$ cat src/rtl/mem_line_pkg.sv
// mem_line_pkg: shared FSM states and line-geometry defaults for the memory line master.
package mem_line_pkg;
  typedef enum logic [1:0] {IDLE, RD, WR, RESP} state_e;
  localparam int DEF_LINE_WORDS = 8;
  localparam int DEF_ADDR_WIDTH = 32;
  localparam int IDX_W = $clog2(DEF_LINE_WORDS);
  localparam int LINE_AW = DEF_ADDR_WIDTH - 2 - IDX_W;
endpackage

$ cat src/rtl/mem_word_counter.sv
// mem_word_counter: modulo-N word index counter with start load, increment and terminal flags.
module mem_word_counter
  import mem_line_pkg::*;
#(
  parameter int N = DEF_LINE_WORDS,
  parameter int W = $clog2(N)
) (
  input  logic         clk,
  input  logic         rst,
  input  logic         load_i,
  input  logic [W-1:0] start_i,
  input  logic         inc_i,
  output logic [W-1:0] idx_o,
  output logic         last_o,
  output logic         done_o
);
  logic [W:0] cnt_q;
  logic [W-1:0] start_q;
  always_ff @(posedge clk or posedge rst)
    if (rst) begin
      cnt_q <= '0;
      start_q <= '0;
    end else if (load_i) begin
      cnt_q <= '0;
      start_q <= start_i;
    end else if (inc_i) begin
      cnt_q <= cnt_q + 1'b1;
    end
  // index wraps inside the line; the extra count bit only marks completion
  assign idx_o = start_q + cnt_q[W-1:0];
  assign last_o = cnt_q == (W+1)'(N - 1);
  assign done_o = cnt_q[W];
endmodule

$ cat src/rtl/mem_line_master.sv
// mem_line_master: sequences one cache-line refill/writeback as single-word memory transactions.
// Critical-word-first issue order is enabled by defining MEM_LINE_CRITICAL_WORD_FIRST_EN.
module mem_line_master
  import mem_line_pkg::*;
#(
  parameter int WORD_WIDTH = 32,
  parameter int ADDR_WIDTH = DEF_ADDR_WIDTH,
  parameter int LINE_WORDS = DEF_LINE_WORDS,
  localparam int IW = $clog2(LINE_WORDS),
  localparam int AW = ADDR_WIDTH - 2 - IW,
  localparam int LB = LINE_WORDS * WORD_WIDTH
) (
  input  logic                  clk,
  input  logic                  rst,
  input  logic                  req_valid,
  output logic                  req_ready,
  input  logic                  req_we,
  input  logic [AW-1:0]         req_line_addr,
  input  logic [IW-1:0]         req_word_offset,
  input  logic [LB-1:0]         req_wdata,
  output logic                  resp_valid,
  input  logic                  resp_ready,
  output logic [LB-1:0]         resp_rdata,
  output logic [WORD_WIDTH-1:0] mem_write_data,
  output logic [ADDR_WIDTH-3:0] mem_write_addr,
  output logic                  mem_write_en,
  output logic [ADDR_WIDTH-3:0] mem_read_addr,
  output logic                  mem_read_addr_valid,
  input  logic                  mem_read_ready,
  input  logic [WORD_WIDTH-1:0] mem_read_data,
  input  logic                  mem_read_valid
);
  state_e state_q, state_d;
  logic [AW-1:0] line_q;
  logic [LB-1:0] wdata_q, rdata_q;
  logic [IW-1:0] start, iss_idx, rcv_idx;
  logic accept, iss_inc, rcv_inc, iss_last, iss_done, iss_done_n, rcv_last, rcv_done_unused;

`ifdef MEM_LINE_CRITICAL_WORD_FIRST_EN
  assign start = req_word_offset;
`else
  logic unused_offset;
  assign start = '0;
  assign unused_offset = ^req_word_offset;
`endif

  assign req_ready = state_q == IDLE;
  assign accept = req_ready && req_valid;
  assign iss_done_n = !iss_done;
  assign mem_read_addr_valid = state_q == RD && iss_done_n;
  assign iss_inc = state_q == WR || (mem_read_addr_valid && mem_read_ready);
  assign rcv_inc = state_q == RD && mem_read_valid;
  assign mem_read_addr = {line_q, iss_idx};
  assign mem_write_addr = {line_q, iss_idx};
  assign mem_write_en = state_q == WR;
  assign mem_write_data = wdata_q[iss_idx*WORD_WIDTH +: WORD_WIDTH];
  assign resp_valid = state_q == RESP;
  assign resp_rdata = rdata_q;

  mem_word_counter #(.N(LINE_WORDS)) u_iss (
    .clk(clk), .rst(rst), .load_i(accept), .start_i(start), .inc_i(iss_inc),
    .idx_o(iss_idx), .last_o(iss_last), .done_o(iss_done)
  );

  mem_word_counter #(.N(LINE_WORDS)) u_rcv (
    .clk(clk), .rst(rst), .load_i(accept), .start_i(start), .inc_i(rcv_inc),
    .idx_o(rcv_idx), .last_o(rcv_last), .done_o(rcv_done_unused)
  );

  always_comb begin
    state_d = state_q;
    case (state_q)
      IDLE: state_d = req_valid ? (req_we ? WR : RD) : IDLE;
      RD: state_d = (rcv_inc && rcv_last) ? RESP : RD;
      WR: state_d = iss_last ? RESP : WR;
      RESP: state_d = resp_ready ? IDLE : RESP;
      default: state_d = IDLE;
    endcase
  end

  always_ff @(posedge clk or posedge rst)
    if (rst) begin
      state_q <= IDLE;
      line_q <= '0;
      wdata_q <= '0;
      rdata_q <= '0;
    end else begin
      state_q <= state_d;
      if (accept) begin
        line_q <= req_line_addr;
        wdata_q <= req_wdata;
      end
      if (rcv_inc) rdata_q[rcv_idx*WORD_WIDTH +: WORD_WIDTH] <= mem_read_data;
    end
endmodule

$ cat config.mk
export PLATFORM = sky130hd
export DESIGN_NAME = mem_line_master
export DESIGN_NICKNAME = d
export VERILOG_FILES = /design/src/rtl/mem_line_pkg.sv /design/src/rtl/mem_word_counter.sv /design/src/rtl/mem_line_master.sv
export SDC_FILE = /design/constraint.sdc
export NUM_CORES = 1
export LEC_CHECK = 0
export ABC_AREA = 0
export BUFFER_PORTS_ARGS = -buffer_cell sky130_fd_sc_hd__buf_2
export CELL_PAD_IN_SITES_DETAIL_PLACEMENT = 0
export CELL_PAD_IN_SITES_GLOBAL_PLACEMENT = 1
export CORE_ASPECT_RATIO = 1.75
export CORE_MARGIN = 1.5
export CORE_UTILIZATION = 32
export DETAILED_ROUTE_END_ITERATION = 7
export PLACE_DENSITY_LB_ADDON = 0.1
export SETUP_SLACK_MARGIN = 0.5
export SYNTH_ARGS = -nofsm -noshare
export SYNTH_HDL_FRONTEND = slang
export SYNTH_HIERARCHICAL = 1
export SYNTH_SLANG_ARGS = --single-unit
$ cat constraint.sdc
create_clock -name clk -period 20.8 [get_ports clk]
set_input_delay 0 -clock clk [delete_from_list [all_inputs] [get_ports clk]]
set_output_delay 0 -clock clk [all_outputs]
set_load 0.01 [all_outputs]
==> flow_metrics.env <==
export IMPL_outcome="complete, no violations"
export IMPL_htree_levels=2
export IMPL_grt_pass1_wl_mm=112
export IMPL_leakagePower_nw=15.7
export IMPL_grt_pass1_vias=17700
export IMPL_dp_cells=2966
export IMPL_critPathKind="register to register"
export IMPL_grt_util_met1_pct=23.6
export IMPL_layout_setup_ws_ns=16.60
export IMPL_ys_warn_count=6
export IMPL_gr_usage_met3_pct=5.87
export IMPL_pre_cts_ws_ns=16.49
export IMPL_grt_ovfl_total=0
export IMPL_dieArea_mm2=0.0755
export IMPL_ios=677
export IMPL_vdd_drop_max_mv=0.0896
export IMPL_avgSynthCellArea_um2=16.2
export IMPL_ys_types=39
export IMPL_met2_usage_pct=34.0
export IMPL_crit_chain="ha_1 > inv_1 > ha_1 > ha_1 > nand4bb_1 > nor4b_4 > buf_4 > mux2_2"
export IMPL_post_route_period_util_pct=20.2
export IMPL_rsz0062_at_grt="false"
export IMPL_rows=131
export IMPL_insertion_delay_ns=0.60
export IMPL_cp_max_fo=31
export IMPL_vias=15800
export IMPL_synth_edf_count=0
export IMPL_seq_area_frac_synth_pct=58.8
export IMPL_cpPeakStageDelay_ns=0.87
export IMPL_antenna_found_initial=14
export IMPL_crit_required_ns=21.27
export IMPL_drive_above_1_share_pct=57.8
export IMPL_dp_hpwl_mm=52.7
export IMPL_path_clk_slew_ns=0.06
export IMPL_slew_headroom_pct=24.5
export IMPL_fmax_ghz=0.238
export IMPL_wl_mm=73.8
export IMPL_slew_violations=0
export IMPL_cpMaxStageDelayCell="ha_1"
export IMPL_wl_per_cell_um=21.7
export IMPL_fin_setup_tns_ns=0
export IMPL_via_per_inst=4.66
export IMPL_endpoint_kind="register"
export IMPL_place_gp_congestion=0.772
export IMPL_detail_route_antenna_nets=0
export IMPL_synth_seq_cells=555
export IMPL_numCtsBuffers=56
export IMPL_cts_tree="done"
export IMPL_start_kind="register"
export IMPL_busiest_layer="met2"
export IMPL_stdcell_count=3396
export IMPL_utilization_pct=44.9
export IMPL_io_buffers=673
export IMPL_final_nets=2751
export IMPL_cp_common_cell="ha_1"
export IMPL_fin_skew_ns=0.0212
export IMPL_drt_pass1_iterations=6
export IMPL_finalCriticalPeriod_ns=4.20
export IMPL_cts_root_buf="clkbuf_16"
export IMPL_drt_initial_drc_count=603
export IMPL_cts_sinks=555
export IMPL_synthCells=1455
export IMPL_die_w_um=208
export IMPL_cts_resized=0
export IMPL_crit_arrival_ns=4.67
export IMPL_core_area_mm2=0.0729
export IMPL_grt_usage_pct=19.6
export IMPL_ff2ff_setup_slack_ns=16.60
export IMPL_place_area_mm2=0.0277
export IMPL_area_growth_pct=38.5
export IMPL_synth_area_mm2=0.0236
export IMPL_die_h_um=362
export IMPL_setup_viol=0
export IMPL_start_util_pct=32.4
export IMPL_worst_pin_slew_ns=1.13
export IMPL_drc=0
export IMPL_final_hold_viol_count=0
export IMPL_design_area_mm2=0.0327
export IMPL_grt_max_degree=175
export IMPL_hp_class="input pin to async pin"
export IMPL_async_flop_share_pct=100
export IMPL_p_per_area_mw_per_mm2=175
export IMPL_clockBufferDepth=3
export IMPL_synth_main_ff_cell="dfrtp_1"
export IMPL_drv_cap=0
==> worst paths after layout <==
| check | startpoint | endpoint | cells past startpoint |
|---|---|---|---|
| worst max register to register | u_rcv/cnt_q[0] | resp_rdata[102] | 8 |
| min in group clk | req_wdata[252] | wdata_q[252] | 3 |
| worst max-delay path | u_rcv/cnt_q[0] | resp_rdata[102] | 8 |
| worst min register to register | resp_rdata[119] | resp_rdata[119] | 1 |
| worst min-delay path | rst | state_q[0] | 3 |
| max in group asynchronous | rst | wdata_q[10] | 6 |
==> cell usage after synthesis, types with 2 or more instances <==
cell type  count  area (um^2)
o21ai_0        2         10.0
dfrtp_1      555        13900
and2_1        64          400
mux2_4        30          450
mux2_2       542         6100
mux2i_1        2         20.0
clkbuf_1      23         86.3
mux4_2        64         1440
inv_1          6         22.5
a22oi_1        2         15.0
nor2_1        13         48.8
ha_1           7         87.6
fa_1           2         40.0
a21oi_1        2         10.0
a21bo_2        2         20.0
buf_2         56          280
nand4_1        3         18.8
and2b_1        2         15.0
nor3b_1        3         22.5
buf_12         3         60.1
nand2_1        5         18.8
buf_4         33          248
nor2b_1        5         31.3
nand4bb_1      2         22.5
xnor2_1        6         52.6
nand3b_1       2         15.0
mux2_1         7         78.8
==> flip-flops by register name, summed over array words and instances, names as in the netlist <==
name,count
wdata_q,256
line_q,27
u_iss/start_q,3
state_q,2
u_iss/cnt_q,4
u_rcv/start_q,3
resp_rdata,256
u_rcv/cnt_q,4
==> metal layers <==
layer / part of all wire (%) / routed length, um
met4: 1.9 / 1420
met2: 49 / 36500
met5: 0.024 / 18
met3: 7.9 / 5840
met1: 41 / 30000
==> cells by family after synthesis <==
logic type	count (synthesis)	synth area share (%)
AOI/OAI and AO/OA	9	0.265
adders and majority gates	9	0.540
other	1	0.0159
and+or+nand+nor	107	2.89
DFF	555	58.8
xor gates and xnor gates	6	0.222
buffers and inverters	123	3.01
muxes	645	34.3
==> metrics by stage <==
step	hold WS, ns	total power (W)
floorplan	-0.197	0.00372
detailed placement	0.0166	0.00477
global placement	0.0135	0.00472
global route	0.125	0.00610
CTS	0.0978	0.00584
finish	0.123	0.00571
==> cell type report <==
type,count,area [um^2]
diodes,12,30.0
clock buffers,84,1620
clock inverters,10,103
fillers,6867,40200
inverters,6,30.0
multi-input cells,782,9100
flip-flops and latches,555,13900
well taps,931,1160
repair buffers,1016,6780
==> timing repair <==
action,4_1_cts,5_1_grt
hold buffers,324,0
setup buffers,0,0
endpoints found under the hold margin,659,0
setup endpoints to repair,0,0
==> where the power goes <==
group          switching (W)  internal (W)
sequential          0.000259       0.00156
clock               0.000426      0.000556
combinational        0.00144       0.00147
total                0.00212       0.00359
==> layout by cell type, fill, tap and decap left out, types with 9 or more instances in the layout <==
cell type and n:
and2_1 63, buf_2 673, buf_4 17, clkbuf_1 18, clkbuf_16 57, clkbuf_8 9
dfrtp_1 555, diode_2 12, dlygate4sd3_1 324, mux2_2 542, mux2_4 30, mux4_2 64
nor2_1 11
==> critical path, delay by kind of cell (launching register included) <==
family                     cells  cell delay [ns]
adders and majority gates      3             1.39
DFF                            1             0.43
buffers and inverters          2             0.82
and+or+nand+nor                2             0.96
muxes                          1             0.40
Note: power is estimated with default switching activity, not from simulation.
